$ cat src/rtl/sd_sector_arbiter_if.sv
// sd_sector_arbiter_if: bundle of per-unit request lines and the shared hps_io sector channel.
interface sd_sector_arbiter_if #(
    parameter int NDRV = 4
);
    logic [NDRV-1:0]      req_rd;
    logic [NDRV-1:0]      req_wr;
    logic [32*NDRV-1:0]   req_lba;
    logic [8*NDRV-1:0]    req_buff_din;
    logic [NDRV-1:0]      req_busy;
    logic [NDRV-1:0]      req_done;
    logic [NDRV-1:0]      req_err;
    logic [NDRV-1:0]      req_buff_wr;
    logic [31:0]          sd_lba;
    logic [NDRV-1:0]      sd_rd;
    logic [NDRV-1:0]      sd_wr;
    logic [NDRV-1:0]      sd_ack;
    logic                 sd_buff_wr;
    logic [7:0]           sd_buff_din;

    modport master (
        input  req_rd, req_wr, req_lba, req_buff_din, sd_ack, sd_buff_wr,
        output req_busy, req_done, req_err, req_buff_wr, sd_lba, sd_rd, sd_wr, sd_buff_din
    );

    modport slave (
        output req_rd, req_wr, req_lba, req_buff_din, sd_ack, sd_buff_wr,
        input  req_busy, req_done, req_err, req_buff_wr, sd_lba, sd_rd, sd_wr, sd_buff_din
    );
endinterface

$ cat src/rtl/sd_sector_arbiter.sv
// sd_sector_arbiter: round-robin sharing of the hps_io sector channel between up to four disk units.
module sd_sector_arbiter #(
    parameter int          NDRV      = 4,
    parameter logic [23:0] TO_CYCLES = 24'd4_000_000
) (
    input  logic                clk_sys,
    input  logic                reset,
    sd_sector_arbiter_if.master bus
);
    localparam int GW = (NDRV > 1) ? $clog2(NDRV) : 1;

    typedef enum logic [2:0] {IDLE, ISSUE, XFER, DONE, ERR} state_t;

    state_t          state, next_state;
    logic [GW-1:0]   g, last, pick;
    logic            pick_ok, dir_wr, sel_ack, sel_req, to_hit;
    logic            strobe_d, done_d, err_d;
    logic [23:0]     cnt;
    logic [NDRV-1:0] pend, oh_g, oh_pick;
    logic [31:0]     lba_arr [NDRV];
    logic [7:0]      din_arr [NDRV];

    function automatic logic [GW-1:0] wrap(input int v);
        return GW'(v % NDRV);
    endfunction

    for (genvar i = 0; i < NDRV; i++) begin : g_unpack
        assign lba_arr[i] = bus.req_lba[32*i +: 32];
        assign din_arr[i] = bus.req_buff_din[8*i +: 8];
    end

    assign pend    = bus.req_rd | bus.req_wr;
    assign oh_g    = NDRV'(1) << g;
    assign oh_pick = NDRV'(1) << pick;
    assign sel_ack = bus.sd_ack[g];
    assign sel_req = pend[g];
    assign to_hit  = cnt == TO_CYCLES - 24'd1;

    // Scan farthest-first so the unit nearest after last is the final override.
    always_comb begin
        pick = last;
        pick_ok = 1'b0;
        for (int k = NDRV; k >= 1; k--) begin
            if (pend[wrap(int'(last) + k)]) begin
                pick = wrap(int'(last) + k);
                pick_ok = 1'b1;
            end
        end
    end

    always_ff @(posedge clk_sys or posedge reset) begin
        if (reset) state <= IDLE;
        else state <= next_state;
    end

    // Ack beats both timeout and abort in ISSUE; ack falling beats timeout in XFER.
    always_comb begin
        next_state = state;
        case (state)
            IDLE:    next_state = pick_ok ? ISSUE : IDLE;
            ISSUE:   next_state = sel_ack ? XFER : to_hit ? ERR : sel_req ? ISSUE : IDLE;
            XFER:    next_state = !sel_ack ? DONE : to_hit ? ERR : XFER;
            default: next_state = IDLE;
        endcase
    end

    always_comb begin
        strobe_d = state == ISSUE && next_state == ISSUE;
        done_d   = state == DONE;
        err_d    = state == ERR;
    end

    always_ff @(posedge clk_sys or posedge reset) begin
        if (reset) begin
            g            <= '0;
            last         <= GW'(NDRV - 1);
            dir_wr       <= 1'b0;
            cnt          <= '0;
            bus.sd_lba   <= '0;
            bus.req_busy <= '0;
            bus.sd_rd    <= '0;
            bus.sd_wr    <= '0;
            bus.req_done <= '0;
            bus.req_err  <= '0;
        end else begin
            if (state == IDLE && pick_ok) begin
                g          <= pick;
                dir_wr     <= bus.req_wr[pick];
                bus.sd_lba <= lba_arr[pick];
                cnt        <= '0;
            end else if ((state == ISSUE || state == XFER) && cnt != '1) begin
                cnt <= cnt + 24'd1;
            end
            if (done_d || err_d) last <= g;
            bus.req_busy <= next_state == IDLE ? '0 : state == IDLE ? oh_pick : bus.req_busy;
            bus.sd_rd    <= (strobe_d && !dir_wr) ? oh_g : '0;
            bus.sd_wr    <= (strobe_d && dir_wr) ? oh_g : '0;
            bus.req_done <= done_d ? oh_g : '0;
            bus.req_err  <= err_d ? oh_g : '0;
        end
    end

    assign bus.sd_buff_din = |bus.req_busy ? din_arr[g] : 8'd0;
    assign bus.req_buff_wr = bus.req_busy & {NDRV{bus.sd_buff_wr}};
endmodule
$ cat src/flat_wrapper.sv
// flat-port wrapper written by rule: the top's interface ports become plain ports
module sd_sector_arbiter_flat 
#(
    parameter int          NDRV      = 4,
    parameter logic [23:0] TO_CYCLES = 24'd4_000_000
)
  (clk_sys, reset, bus_req_rd, bus_req_wr, bus_req_lba, bus_req_buff_din, bus_sd_ack, bus_sd_buff_wr, bus_req_busy, bus_req_done, bus_req_err, bus_req_buff_wr, bus_sd_lba, bus_sd_rd, bus_sd_wr, bus_sd_buff_din);
  sd_sector_arbiter_if #(.NDRV(NDRV)) bus_i ();
  input  logic clk_sys;
  input  logic reset;
  input wire logic [$bits(bus_i.req_rd)-1:0] bus_req_rd;
  input wire logic [$bits(bus_i.req_wr)-1:0] bus_req_wr;
  input wire logic [$bits(bus_i.req_lba)-1:0] bus_req_lba;
  input wire logic [$bits(bus_i.req_buff_din)-1:0] bus_req_buff_din;
  input wire logic [$bits(bus_i.sd_ack)-1:0] bus_sd_ack;
  input wire logic [$bits(bus_i.sd_buff_wr)-1:0] bus_sd_buff_wr;
  output wire logic [$bits(bus_i.req_busy)-1:0] bus_req_busy;
  output wire logic [$bits(bus_i.req_done)-1:0] bus_req_done;
  output wire logic [$bits(bus_i.req_err)-1:0] bus_req_err;
  output wire logic [$bits(bus_i.req_buff_wr)-1:0] bus_req_buff_wr;
  output wire logic [$bits(bus_i.sd_lba)-1:0] bus_sd_lba;
  output wire logic [$bits(bus_i.sd_rd)-1:0] bus_sd_rd;
  output wire logic [$bits(bus_i.sd_wr)-1:0] bus_sd_wr;
  output wire logic [$bits(bus_i.sd_buff_din)-1:0] bus_sd_buff_din;
  assign bus_i.req_rd = bus_req_rd;
  assign bus_i.req_wr = bus_req_wr;
  assign bus_i.req_lba = bus_req_lba;
  assign bus_i.req_buff_din = bus_req_buff_din;
  assign bus_i.sd_ack = bus_sd_ack;
  assign bus_i.sd_buff_wr = bus_sd_buff_wr;
  assign bus_req_busy = bus_i.req_busy;
  assign bus_req_done = bus_i.req_done;
  assign bus_req_err = bus_i.req_err;
  assign bus_req_buff_wr = bus_i.req_buff_wr;
  assign bus_sd_lba = bus_i.sd_lba;
  assign bus_sd_rd = bus_i.sd_rd;
  assign bus_sd_wr = bus_i.sd_wr;
  assign bus_sd_buff_din = bus_i.sd_buff_din;
  sd_sector_arbiter #(.NDRV(NDRV), .TO_CYCLES(TO_CYCLES)) u_core (.clk_sys(clk_sys), .reset(reset), .bus(bus_i));
endmodule
$ cat config.mk
export PLATFORM = sky130hd
export DESIGN_NAME = sd_sector_arbiter_flat
export DESIGN_NICKNAME = d
export VERILOG_FILES = /design/src/rtl/sd_sector_arbiter_if.sv /design/src/rtl/sd_sector_arbiter.sv /design/src/flat_wrapper.sv
export SDC_FILE = /design/constraint.sdc
export NUM_CORES = 1
export LEC_CHECK = 0
export CORE_ASPECT_RATIO = 2
export CORE_MARGIN = 4
export CORE_UTILIZATION = 25
export DETAILED_ROUTE_END_ITERATION = 8
export SLEW_MARGIN = 20
export SYNTH_ARGS = -nofsm -noshare
export SYNTH_HDL_FRONTEND = slang
export SYNTH_SLANG_ARGS = --single-unit
$ cat constraint.sdc
create_clock -name clk_sys -period 3.5 [get_ports clk_sys]
set_input_delay 0.35 -clock clk_sys [delete_from_list [all_inputs] [get_ports clk_sys]]
set_output_delay 0.35 -clock clk_sys [all_outputs]
set_load 0.005 [all_outputs]
==> impl_metrics.prom, run 1 <==
# TYPE chip_impl_metric gauge
chip_impl_info{name="run_status",value="finished clean"} 1
chip_impl_metric{name="wire_length_of_the_first_global_routing_pass",unit="mm"} 26.8
chip_impl_metric{name="number_of_global_route_vias_before_repair",unit=""} 4938
chip_impl_metric{name="core-area",unit="um^2"} 18700
chip_impl_metric{name="vias_per_cell",unit=""} 5.02
chip_impl_metric{name="post_route_cells_drive_above_1_share",unit="%"} 7.54
chip_impl_metric{name="grt_max_degree",unit=""} 79
chip_impl_metric{name="number_of_antenna_violations_at_the_first_check_in_global_routing",unit=""} 0
chip_impl_metric{name="layout-area-overhead-vs-synth",unit="%"} 62.4
chip_impl_metric{name="initial_core_util",unit="%"} 25.3
chip_impl_metric{name="fin_worst_skew",unit="ns"} 0.0128
chip_impl_metric{name="routedWlPerCell",unit="um"} 17.9
chip_impl_metric{name="htree_levels",unit=""} 3
chip_impl_metric{name="std_cell_rows",unit=""} 71
chip_impl_metric{name="number_of_max_cap_violations",unit=""} 0
chip_impl_info{name="setup.worst_path.end_class",value="flip-flop"} 1
chip_impl_metric{name="p_leak",unit="uW"} 0.00288
chip_impl_metric{name="tritoncts.num_buffers",unit=""} 9
chip_impl_metric{name="drc",unit=""} 0
chip_impl_metric{name="max_slew_margin",unit="%"} 42.6
chip_impl_metric{name="cts_repair_resize_count",unit=""} 0
chip_impl_metric{name="vdd_ir_drop_max",unit="mV"} 0.287
chip_impl_metric{name="timing_worst_slew_pin_value",unit="ns"} 0.861
chip_impl_info{name="worstSetupPathType",value="reg -> reg"} 1
chip_impl_metric{name="synth_area_per_cell",unit="um^2"} 9.52
chip_impl_metric{name="drt_antenna_net_count",unit=""} 0
chip_impl_metric{name="timing.final.crit_period",unit="ns"} 2.47
chip_impl_metric{name="die-height",unit="um"} 203
chip_impl_metric{name="dr.pass1.iters",unit=""} 7
chip_impl_metric{name="yosys.cell_types.count",unit=""} 56
chip_impl_info{name="clock-root-buffer",value="sky130_fd_sc_hd__clkbuf_16"} 1
chip_impl_metric{name="routability_congestion_estimate_from_global_placement",unit=""} 0.839
chip_impl_metric{name="cp.arrival",unit="ns"} 2.74
chip_impl_metric{name="grt_use_total",unit="%"} 15.9
chip_impl_metric{name="antenna_cells_inserted",unit=""} 0
chip_impl_info{name="hold_path_class",value="in -> async"} 1
chip_impl_metric{name="register_area",unit="um^2"} 2100
chip_impl_info{name="setup_repair_after_global_routing_missed_its_margin",value="no"} 1
chip_impl_metric{name="synthCells",unit=""} 499
chip_impl_metric{name="syn-cell-area",unit="um^2"} 4750
chip_impl_metric{name="dr.first_iter.drc_count",unit=""} 319
chip_impl_metric{name="design.portCount",unit=""} 239
chip_impl_metric{name="place.port_buffers",unit=""} 238
chip_impl_metric{name="ys_async_sr_fraction",unit="%"} 100
chip_impl_metric{name="period_share",unit="%"} 70.6
chip_impl_metric{name="clkSlewWorstSetupHoldPaths",unit="ns"} 0.08
chip_impl_info{name="startpoint_type",value="flip-flop"} 1
chip_impl_metric{name="holdWs",unit="ns"} 0.322
chip_impl_metric{name="clkLatencyLatePin",unit="ns"} 0.36
chip_impl_metric{name="multi_input_comb_area",unit="um^2"} 2420
chip_impl_metric{name="routed_via_count",unit=""} 4941
chip_impl_metric{name="detailed_place_hpwl",unit="mm"} 13.8
chip_impl_metric{name="clock_sink_count",unit=""} 84
chip_impl_metric{name="synth.yosys.warnings",unit=""} 0
chip_impl_metric{name="design.final.nets",unit=""} 900
chip_impl_metric{name="cp_data_required_time",unit="ns"} 3.77
chip_impl_metric{name="grt_remaining_overflow",unit=""} 0
chip_impl_metric{name="final.setup.worst_slack",unit="ns"} 1.03
chip_impl_metric{name="synth_sequential_area_ratio",unit="%"} 44.3
chip_impl_metric{name="worst-path-max-fanout",unit=""} 19
chip_impl_metric{name="timing_max_transition_violations_final",unit=""} 0
chip_impl_metric{name="final-hold-violation-count",unit=""} 0
chip_impl_metric{name="synth_edf_count",unit=""} 0
chip_impl_metric{name="powerDensity",unit="nW/um^2"} 671
chip_impl_metric{name="synth_fp_nets",unit=""} 675
chip_impl_metric{name="cts_hold_buf",unit=""} 0
chip_impl_metric{name="totalWireLength",unit="mm"} 17.6
chip_impl_metric{name="synth.ff_latch_count",unit=""} 84
chip_impl_metric{name="fin_tns_setup",unit="ns"} 0
chip_impl_metric{name="final_util",unit="%"} 41.1
chip_impl_metric{name="die_x",unit="um"} 105
chip_impl_metric{name="die_area",unit="um^2"} 21400
chip_impl_metric{name="maxClockFrequency",unit="MHz"} 405
chip_impl_info{name="cts_tree",value="yes"} 1
chip_impl_metric{name="clockBufferDepth",unit=""} 2
chip_impl_metric{name="worst_setup_slack_post_dpl",unit="ns"} 0.659
chip_impl_metric{name="finalSetupViolations",unit=""} 0
chip_impl_metric{name="fin_total_pwr",unit="uW"} 5180
chip_impl_info{name="dominantRegCellSynth",value="sky130_fd_sc_hd__dfrtp_1"} 1
chip_impl_metric{name="cts_setup_buffers",unit=""} 0
chip_impl_metric{name="nFillCells",unit=""} 1838
## report_power, final
| part | switching, uW | total [uW] | internal, uW |
|---|---|---|---|
| Clock | 448 | 1020 | 574 |
| Combinational | 1280 | 2630 | 1350 |
| Sequential | 255 | 1530 | 1270 |
| Total | 1980 | 5180 | 3200 |
## Yosys cell counts, types with 10 or more instances
library cell / n / area [um^2]
sky130_fd_sc_hd__a31oi_1: 34 / 213
sky130_fd_sc_hd__dfrtp_1: 82 / 2050
sky130_fd_sc_hd__o31ai_1: 14 / 105
sky130_fd_sc_hd__nand2_1: 57 / 214
sky130_fd_sc_hd__or3_1: 10 / 62.6
sky130_fd_sc_hd__nor2b_1: 10 / 62.6
sky130_fd_sc_hd__inv_1: 10 / 37.5
sky130_fd_sc_hd__nor2_1: 60 / 225
sky130_fd_sc_hd__o21ai_0: 20 / 100
sky130_fd_sc_hd__clkbuf_1: 17 / 63.8
sky130_fd_sc_hd__or4_1: 10 / 75.1
sky130_fd_sc_hd__buf_2: 16 / 80.1
sky130_fd_sc_hd__a21oi_1: 22 / 110
sky130_fd_sc_hd__nand3_1: 13 / 65.1
sky130_fd_sc_hd__a222oi_1: 33 / 330
sky130_fd_sc_hd__mux4_2: 10 / 225
## registers in the layout (all words and copies together), names as in the netlist
register             count
u_core.bus.sd_lba       32
u_core.cnt              24
u_core.bus.req_busy      4
u_core.bus.req_done      4
u_core.bus.req_err       4
u_core.bus.sd_rd         4
u_core.bus.sd_wr         4
u_core.state             3
u_core.g                 2
u_core.last              2
u_core.dir_wr            1
## logic make-up (layout without fill, tap and decap cells)
group / after synthesis / count (layout) / share of synthesized area (%)
buf+inv: 47 / 277 / 4.69
simple gates: 204 / 204 / 21.4
flops: 84 / 84 / 44.3
mux: 15 / 15 / 5.80
fa+ha+maj: 1 / 1 / 0.263
xor+xnor: 1 / 1 / 0.184
compound gates: 147 / 147 / 23.3
## final cells by class
class | count | share of cell area (%)
Inverter | 10 | 0.503
Clock buffer | 9 | 2.92
Sequential cell | 84 | 27.3
Timing Repair Buffer | 251 | 32.5
Clock inverter | 7 | 1.23
Tap cell | 255 | 4.14
Multi-Input combinational cell | 368 | 31.4
## final timing paths
path / startpoint / to / slack, ns / depth (start not counted)
setup / recovery: u_core.last[0]$_DFFE_PP1P_ / u_core.bus.sd_lba[17]$_DFFE_PP0N_ / 1.03 / 6
hold / removal: reset / u_core.state[0]$_DFF_PP0_ / 0.32 / 2
setup reg to reg: u_core.last[0]$_DFFE_PP1P_ / u_core.bus.sd_lba[17]$_DFFE_PP0N_ / 1.03 / 6
hold reg to reg: u_core.cnt[4]$_DFFE_PP0P_ / u_core.cnt[4]$_DFFE_PP0P_ / 0.50 / 1
max in group asynchronous: reset / u_core.last[0]$_DFFE_PP1P_ / 2.46 / 3
min in group clk_sys: u_core.cnt[4]$_DFFE_PP0P_ / u_core.cnt[4]$_DFFE_PP0P_ / 0.50 / 1
## per-stage QoR
stage | instances | instance area (um^2)
final | 984 | 7710
after global routing | 984 | 7710
after CTS | 984 | 7710
after detailed placement | 968 | 7390
after global placement | 968 | 7390
after floorplan | 499 | 4750
## worst max-delay path, cell delays in order, from the launching register on
cell	delay, ns
sky130_fd_sc_hd__dfstp_2	0.65
sky130_fd_sc_hd__inv_1	0.15
sky130_fd_sc_hd__a2111o_1	0.37
sky130_fd_sc_hd__o21bai_2	0.68
sky130_fd_sc_hd__buf_4	0.30
sky130_fd_sc_hd__nand2_1	0.07
sky130_fd_sc_hd__a31oi_1	0.15
## metal layers
layer / up-vias / part of all wire, % / global-route usage [%]
li1: 2371 / - / -
met2: 198 / 54 / 29.7
met3: 20 / 7.2 / 3.72
met1: 2352 / 36 / 16.9
met5: - / 0 / 0
met4: 0 / 2.6 / 6.29
## cell usage in the layout, fill, tap and decap left out, types with 10 or more instances in the layout
master / synthesis / routed
sky130_fd_sc_hd__clkdlybuf4s50_1: 0 / 238
sky130_fd_sc_hd__nor2_1: 60 / 60
sky130_fd_sc_hd__a21oi_1: 22 / 22
sky130_fd_sc_hd__nand2_1: 57 / 57
sky130_fd_sc_hd__mux4_2: 10 / 10
sky130_fd_sc_hd__buf_4: 1 / 11
sky130_fd_sc_hd__or4_1: 10 / 10
sky130_fd_sc_hd__o31ai_1: 14 / 14
sky130_fd_sc_hd__dfrtp_1: 82 / 82
sky130_fd_sc_hd__nand3_1: 13 / 13
sky130_fd_sc_hd__nor2b_1: 10 / 10
sky130_fd_sc_hd__a222oi_1: 33 / 33
sky130_fd_sc_hd__or3_1: 10 / 10
sky130_fd_sc_hd__o21ai_0: 20 / 20
sky130_fd_sc_hd__a31oi_1: 34 / 34
(Power assumes the default switching activity.)
==> inputs of run 2 (changes only) <==
==> constraint.sdc (replaced) <==
create_clock -name clk_sys -period 2.5 [get_ports clk_sys]
set_input_delay 0.25 -clock clk_sys [delete_from_list [all_inputs] [get_ports clk_sys]]
set_output_delay 0.25 -clock clk_sys [all_outputs]
set_load 0.005 [all_outputs]
==> impl_metrics.prom, run 2 (synthesis results as in run 1) <==
# TYPE chip_impl_metric gauge
chip_impl_metric{name="worst-r2r-cell-count",unit=""} 6
chip_impl_metric{name="clockBufferDepth",unit=""} 2
chip_impl_metric{name="largest_reg_flops",unit=""} 32
chip_impl_metric{name="final-hold-violation-count",unit=""} 0
chip_impl_metric{name="detailed_place_hpwl",unit="mm"} 14.5
chip_impl_metric{name="vdd_ir_drop_max",unit="mV"} 0.440
chip_impl_metric{name="worst-path-max-fanout",unit=""} 19
chip_impl_info{name="cp_cell_sequence",value="buf_12, mux4_2, nor2b_1, clkdlybuf4s50_1"} 1
chip_impl_metric{name="die_x",unit="um"} 105
chip_impl_info{name="worstSetupPathType",value="reg -> out"} 1
chip_impl_metric{name="period_share",unit="%"} 90.6
chip_impl_info{name="startpoint_type",value="flip-flop"} 1
chip_impl_metric{name="reg2reg_slack",unit="ns"} 0.30
chip_impl_info{name="layout_commonest_cell",value="sky130_fd_sc_hd__clkdlybuf4s50_1"} 1
chip_impl_metric{name="number_of_global_route_vias_before_repair",unit=""} 5112
chip_impl_metric{name="std_cell_rows",unit=""} 71
chip_impl_metric{name="fin_tns_setup",unit="ns"} 0
chip_impl_metric{name="finalSetupViolations",unit=""} 0
chip_impl_metric{name="p_leak",unit="uW"} 0.00300
chip_impl_metric{name="initial_core_util",unit="%"} 25.3
chip_impl_metric{name="timing.critical_path.slowest_cell_delay",unit="ns"} 0.52
chip_impl_metric{name="grt_remaining_overflow",unit=""} 0
chip_impl_metric{name="place.port_buffers",unit=""} 238
chip_impl_info{name="cp_slowest_cell",value="sky130_fd_sc_hd__mux4_2"} 1
chip_impl_metric{name="wire_length_of_the_first_global_routing_pass",unit="mm"} 28.0
chip_impl_metric{name="design.portCount",unit=""} 239
chip_impl_info{name="hold_path_class",value="in -> async"} 1
chip_impl_metric{name="die_area",unit="um^2"} 21400
chip_impl_metric{name="layout-area-overhead-vs-synth",unit="%"} 67.1
chip_impl_metric{name="dr.pass1.iters",unit=""} 7
chip_impl_info{name="cts_tree",value="yes"} 1
chip_impl_metric{name="post_route_cells_drive_above_1_share",unit="%"} 10.0
chip_impl_metric{name="detailed_place.area",unit="um^2"} 7600
chip_impl_metric{name="cp_data_required_time",unit="ns"} 2.25
chip_impl_metric{name="dr.first_iter.drc_count",unit=""} 342
chip_impl_info{name="setup_repair_after_global_routing_missed_its_margin",value="no"} 1
chip_impl_info{name="max_flop_register",value="u_core.bus.sd_lba"} 1
chip_impl_info{name="rr_startpoint",value="u_core.last[1]$_DFFE_PP1P_"} 1
chip_impl_metric{name="grt_use_total",unit="%"} 16.8
chip_impl_metric{name="cp.arrival",unit="ns"} 2.01
chip_impl_metric{name="cts_repair_resize_count",unit=""} 0
chip_impl_info{name="critical_path.reg2reg.endpoint",value="u_core.bus.sd_lba[5]$_DFFE_PP0N_"} 1
chip_impl_metric{name="design.final.nets",unit=""} 920
chip_impl_info{name="registers_with_the_most_flip_flops",value="u_core.bus.sd_lba: 32 flops, u_core.cnt: 24 flops"} 1
chip_impl_metric{name="number_of_antenna_violations_at_the_first_check_in_global_routing",unit=""} 0
chip_impl_info{name="setup.worst_path.end_class",value="primary output"} 1
chip_impl_metric{name="antenna_cells_inserted",unit=""} 0
chip_impl_metric{name="number_of_max_cap_violations",unit=""} 0
chip_impl_metric{name="routedWlPerCell",unit="um"} 18.0
chip_impl_info{name="mostFrequentLayoutCells",value="sky130_fd_sc_hd__clkdlybuf4s50_1, sky130_fd_sc_hd__dfrtp_1, sky130_fd_sc_hd__nor2_1, sky130_fd_sc_hd__nand2_1, sky130_fd_sc_hd__a31oi_1"} 1
chip_impl_info{name="clock-root-buffer",value="sky130_fd_sc_hd__clkbuf_16"} 1
chip_impl_metric{name="holdWs",unit="ns"} 0.167
chip_impl_metric{name="powerDensity",unit="nW/um^2"} 957
chip_impl_metric{name="tritoncts.num_buffers",unit=""} 9
chip_impl_metric{name="totalWireLength",unit="mm"} 18.1
chip_impl_metric{name="clkSlewWorstSetupHoldPaths",unit="ns"} 0.07
chip_impl_metric{name="core-area",unit="um^2"} 18700
chip_impl_metric{name="nFillCells",unit=""} 1839
chip_impl_metric{name="vias_per_cell",unit=""} 5.04
chip_impl_metric{name="drc",unit=""} 0
chip_impl_metric{name="timing.final.crit_period",unit="ns"} 2.26
chip_impl_metric{name="clkLatencyLatePin",unit="ns"} 0.35
chip_impl_metric{name="htree_levels",unit=""} 3
chip_impl_metric{name="fin_total_pwr",unit="uW"} 7600
chip_impl_info{name="run_status",value="finished clean"} 1
chip_impl_metric{name="cp.buffers_inverters",unit=""} 2
chip_impl_metric{name="clock_sink_count",unit=""} 84
chip_impl_metric{name="routability_congestion_estimate_from_global_placement",unit=""} 0.883
chip_impl_info{name="path_delay_family",value="buffers and inverters"} 1
chip_impl_metric{name="grt_max_degree",unit=""} 48
chip_impl_metric{name="max_slew_margin",unit="%"} 56.0
chip_impl_metric{name="cts_hold_buf",unit=""} 0
chip_impl_metric{name="routed_via_count",unit=""} 5058
chip_impl_metric{name="maxClockFrequency",unit="MHz"} 442
chip_impl_metric{name="timing_max_transition_violations_final",unit=""} 0
chip_impl_metric{name="cts_setup_buffers",unit=""} 0
chip_impl_metric{name="drt_antenna_net_count",unit=""} 0
chip_impl_metric{name="timing_worst_slew_pin_value",unit="ns"} 0.660
chip_impl_metric{name="fin_worst_skew",unit="ns"} 0.00643
chip_impl_metric{name="final_util",unit="%"} 42.3
chip_impl_metric{name="final_cell_area",unit="um^2"} 7940
chip_impl_metric{name="die-height",unit="um"} 203
==> run 2: worst max path at each step <==
| stage | from | endpoint | slack, ns | cells past startpoint |
|---|---|---|---|---|
| CTS | u_core.g[1]$_DFFE_PP0N_ | bus_sd_buff_din[5] | 0.18 | 3 |
| global route | u_core.g[1]$_DFFE_PP0N_ | bus_sd_buff_din[3] | 0.13 | 3 |
| finish | u_core.g[0]$_DFFE_PP0N_ | bus_sd_buff_din[5] | 0.24 | 4 |
| detailed placement | bus_req_wr[3] | u_core.bus.sd_rd[0]$_DFF_PP0_ | -0.02 | 7 |
| global placement | bus_req_wr[3] | u_core.bus.sd_rd[0]$_DFF_PP0_ | 0.01 | 7 |
| floorplan | reset | u_core.bus.req_busy[0]$_DFFE_PP0P_ | 0.09 | 1 |
==> run 2: area by class of cell <==
cell class                 instances  area, um^2  share of cell area (%)
clock buffer                      10         239                    3.01
sequential                        84        2100                    26.5
inverter                          10        38.8                   0.489
tap                              255         319                    4.02
timing repair buffer             271        2720                    34.2
multi-input combinational        368        2420                    30.5
clock inverter                     6        93.8                    1.18
==> run 2: power by group <==
group | switching [uW] | total [uW] | internal, uW
registers | 354 | 2130 | 1780
clock network | 601 | 1520 | 914
logic | 1840 | 3950 | 2100
total | 2800 | 7600 | 4800
==> run 2: worst reg2reg max path: stages (launching register included) <==
cell and delay, ns:
sky130_fd_sc_hd__dfstp_2 0.72, sky130_fd_sc_hd__or3b_2 0.53, sky130_fd_sc_hd__nor3_1 0.16, sky130_fd_sc_hd__a311o_1 0.16
sky130_fd_sc_hd__buf_4 0.25, sky130_fd_sc_hd__a222oi_1 0.13, sky130_fd_sc_hd__a31oi_1 0.17
==> run 2: layer usage <==
| layer | part of all wire (%) | routed length [um] | global-route usage (%) |
|---|---|---|---|
| met1 | 35 | 6380 | 17.6 |
| met2 | 55 | 10000 | 31.6 |
| met3 | 6.4 | 1160 | 3.75 |
| met4 | 3.0 | 552 | 7.13 |
| met5 | 0 | 0 | 0 |
==> run 2: stage by stage <==
step	std cells	worst slack [ns]
after floorplan	499	0.0882
after global placement	988	0.0136
after detailed placement	988	-0.0152
after CTS	1004	0.180
after global routing	1004	0.132
final	1004	0.235
==> inputs of run 3 (changes only) <==
--- a/config.mk
+++ b/config.mk
@@ -6,10 +6,10 @@
 export NUM_CORES = 1
 export LEC_CHECK = 0
 export CORE_ASPECT_RATIO = 2
-export CORE_MARGIN = 4
 export CORE_UTILIZATION = 25
+export CTS_CLUSTER_DIAMETER = 100
 export DETAILED_ROUTE_END_ITERATION = 8
-export SLEW_MARGIN = 20
+export SLEW_MARGIN = 10
 export SYNTH_ARGS = -nofsm -noshare
 export SYNTH_HDL_FRONTEND = slang
 export SYNTH_SLANG_ARGS = --single-unit
==> impl_metrics.prom, run 3 (synthesis results as in run 1) <==
# TYPE chip_impl_metric gauge
chip_impl_metric{name="final_cell_area",unit="um^2"} 7910
chip_impl_metric{name="detailed_place_hpwl",unit="mm"} 13.7
chip_impl_metric{name="vdd_ir_drop_max",unit="mV"} 0.434
chip_impl_metric{name="tritoncts.num_buffers",unit=""} 9
chip_impl_metric{name="htree_levels",unit=""} 3
chip_impl_metric{name="sequentialPowerShare",unit="%"} 29.1
chip_impl_metric{name="powerDensity",unit="nW/um^2"} 939
chip_impl_metric{name="cts_hold_buf",unit=""} 0
chip_impl_metric{name="drt_antenna_net_count",unit=""} 0
chip_impl_info{name="worstSetupPathType",value="reg -> out"} 1
chip_impl_metric{name="placed_cells",unit=""} 987
chip_impl_metric{name="fin_worst_skew",unit="ns"} 0.0126
chip_impl_metric{name="wire_length_of_the_first_global_routing_pass",unit="mm"} 27.3
chip_impl_metric{name="routed_via_count",unit=""} 5004
chip_impl_metric{name="clkLatencyLatePin",unit="ns"} 0.36
chip_impl_metric{name="cp_data_required_time",unit="ns"} 2.25
chip_impl_metric{name="met1_length",unit="mm"} 6.20
chip_impl_info{name="startpoint_type",value="flip-flop"} 1
chip_impl_metric{name="max_slew_margin",unit="%"} 54.6
chip_impl_metric{name="clockBufferDepth",unit=""} 2
chip_impl_metric{name="finalSetupViolations",unit=""} 0
chip_impl_metric{name="intPower",unit="uW"} 4580
chip_impl_metric{name="clock_sink_count",unit=""} 84
chip_impl_metric{name="dr_wl_met3",unit="um"} 954
chip_impl_info{name="registers_with_the_most_flip_flops",value="u_core.bus.sd_lba: 32 flops, u_core.cnt: 24 flops"} 1
chip_impl_metric{name="sw_frac_of_total",unit="%"} 38.3
chip_impl_info{name="clock-root-buffer",value="sky130_fd_sc_hd__clkbuf_16"} 1
chip_impl_metric{name="detailed_place.area",unit="um^2"} 7610
chip_impl_metric{name="grt_remaining_overflow",unit=""} 0
chip_impl_metric{name="finalNonFillerCells",unit=""} 1003
chip_impl_metric{name="post_route_cells_drive_above_1_share",unit="%"} 9.89
chip_impl_info{name="mostFrequentLayoutCells",value="sky130_fd_sc_hd__clkdlybuf4s50_1, sky130_fd_sc_hd__dfrtp_1, sky130_fd_sc_hd__nor2_1, sky130_fd_sc_hd__nand2_1, sky130_fd_sc_hd__a31oi_1"} 1
chip_impl_info{name="run_status",value="finished clean"} 1
chip_impl_info{name="setup.worst_path.end_class",value="primary output"} 1
chip_impl_metric{name="die_area",unit="um^2"} 19600
chip_impl_metric{name="cp.arrival",unit="ns"} 2.13
chip_impl_metric{name="grt_max_degree",unit=""} 48
chip_impl_metric{name="routability_congestion_estimate_from_global_placement",unit=""} 0.866
chip_impl_metric{name="maxClockFrequency",unit="MHz"} 421
chip_impl_metric{name="netSwitchingPower",unit="uW"} 2840
chip_impl_info{name="max_flop_register",value="u_core.bus.sd_lba"} 1
chip_impl_metric{name="layout-area-overhead-vs-synth",unit="%"} 66.5
chip_impl_metric{name="antenna_cells_inserted",unit=""} 0
chip_impl_metric{name="drc",unit=""} 0
chip_impl_metric{name="totalWireLength",unit="mm"} 17.5
chip_impl_info{name="layout_commonest_cell",value="sky130_fd_sc_hd__clkdlybuf4s50_1"} 1
chip_impl_metric{name="dr.first_iter.drc_count",unit=""} 373
chip_impl_metric{name="fin_tns_setup",unit="ns"} 0
chip_impl_metric{name="std_cell_rows",unit=""} 71
chip_impl_metric{name="holdWs",unit="ns"} 0.308
chip_impl_metric{name="core-area",unit="um^2"} 18700
chip_impl_metric{name="period_share",unit="%"} 95.1
chip_impl_metric{name="p_leak",unit="uW"} 0.00299
chip_impl_metric{name="timing.final.crit_period",unit="ns"} 2.38
chip_impl_metric{name="die-height",unit="um"} 197
chip_impl_metric{name="dr.pass1.iters",unit=""} 8
chip_impl_metric{name="detailroute.wirelength.met2",unit="mm"} 9.76
chip_impl_metric{name="comb_power_share",unit="%"} 52.5
chip_impl_metric{name="final-hold-violation-count",unit=""} 0
chip_impl_metric{name="design.portCount",unit=""} 239
chip_impl_metric{name="timing_worst_slew_pin_value",unit="ns"} 0.681
chip_impl_metric{name="number_of_global_route_vias_before_repair",unit=""} 5119
chip_impl_metric{name="worst-path-max-fanout",unit=""} 16
chip_impl_info{name="hold_path_class",value="in -> async"} 1
chip_impl_metric{name="design.final.nets",unit=""} 919
chip_impl_info{name="cts_tree",value="yes"} 1
chip_impl_metric{name="vias_per_cell",unit=""} 4.99
chip_impl_metric{name="cts_repair_resize_count",unit=""} 0
chip_impl_metric{name="number_of_max_cap_violations",unit=""} 0
chip_impl_metric{name="nFillCells",unit=""} 1814
chip_impl_metric{name="clkSlewWorstSetupHoldPaths",unit="ns"} 0.07
chip_impl_metric{name="initial_core_util",unit="%"} 25.3
chip_impl_info{name="top_metal_layer_carrying_routed_signals",value="met4"} 1
chip_impl_metric{name="timing_max_transition_violations_final",unit=""} 0
chip_impl_metric{name="routedWlPerCell",unit="um"} 17.4
chip_impl_metric{name="number_of_antenna_violations_at_the_first_check_in_global_routing",unit=""} 0
chip_impl_metric{name="cts_setup_buffers",unit=""} 0
chip_impl_metric{name="die_x",unit="um"} 99.5
chip_impl_metric{name="grt_use_total",unit="%"} 18.1
chip_impl_metric{name="largest_reg_flops",unit=""} 32
chip_impl_metric{name="clock_power_share",unit="%"} 18.4
chip_impl_info{name="setup_repair_after_global_routing_missed_its_margin",value="no"} 1
chip_impl_metric{name="place.port_buffers",unit=""} 238
run 3: cell types whose count changed in the layout (fill, tap and decap cells not counted), sizes merged:
| cell | previous run | this run |
|---|---|---|
| bufinv | 2 | 0 |
| clkinv | 1 | 4 |
| inv | 12 | 13 |
| clkinvlp | 1 | 0 |
| clkbuf | 10 | 9 |
| buf | 33 | 32 |
run 3: routing by layer:
layer  up-vias  GRT usage [%]
li1       2412              -
met1      2372           18.3
met2       189           34.7
met3        31           3.48
met4         0           8.88
met5         -              0
run 3: worst max-delay path, cell delays in order, from the launching register on:
cell	delay [ns]
sky130_fd_sc_hd__dfrtp_1	0.47
sky130_fd_sc_hd__buf_12	0.20
sky130_fd_sc_hd__mux4_2	0.51
sky130_fd_sc_hd__nor2b_1	0.14
sky130_fd_sc_hd__clkdlybuf4s50_1	0.45
run 3: worst paths after layout:
check	from	to	slack (ns)	depth (start not counted)
setup / recovery	u_core.g[0]$_DFFE_PP0N_	bus_sd_buff_din[3]	0.12	4
hold / removal	reset	u_core.cnt[13]$_DFFE_PP0P_	0.31	2
hold reg to reg	u_core.cnt[4]$_DFFE_PP0P_	u_core.cnt[4]$_DFFE_PP0P_	0.51	1
setup reg to reg	u_core.last[1]$_DFFE_PP1P_	u_core.dir_wr$_DFFE_PP0N_	0.26	6
min in group clk_sys	bus_req_lba[45]	u_core.bus.sd_lba[13]$_DFFE_PP0N_	0.45	3
max in group asynchronous	reset	u_core.state[0]$_DFF_PP0_	1.58	3
run 3: stage by stage:
step | total power [uW] | utilization (%) | setup WS (ns)
final | 7430 | 42.2 | 0.124
after global routing | 7960 | 42.2 | 0.0512
after CTS | 7530 | 42.2 | 0.0965
after detailed placement | 6130 | 40.6 | 0.0351
after global placement | 6110 | 40.6 | 0.0595
after floorplan | 4140 | - | 0.0882
run 3: area by class of cell:
class,count,area (um^2),area share [%]
Inverter,10,38.8,0.490
Multi-Input combinational cell,368,2420,30.6
Sequential cell,84,2100,26.6
Clock inverter,7,76.3,0.965
Timing Repair Buffer,270,2720,34.4
Tap cell,255,319,4.03
Clock buffer,9,225,2.85
run 3: power groups by stage:
stage                     Combinational (uW)  Clock, uW  Sequential (uW)
final                                   3900       1370             2160
after global routing                    4270       1460             2230
after CTS                               3950       1410             2170
after detailed placement                3950          0             2180
after global placement                  3930          0             2180
after floorplan                         2110          0             2030
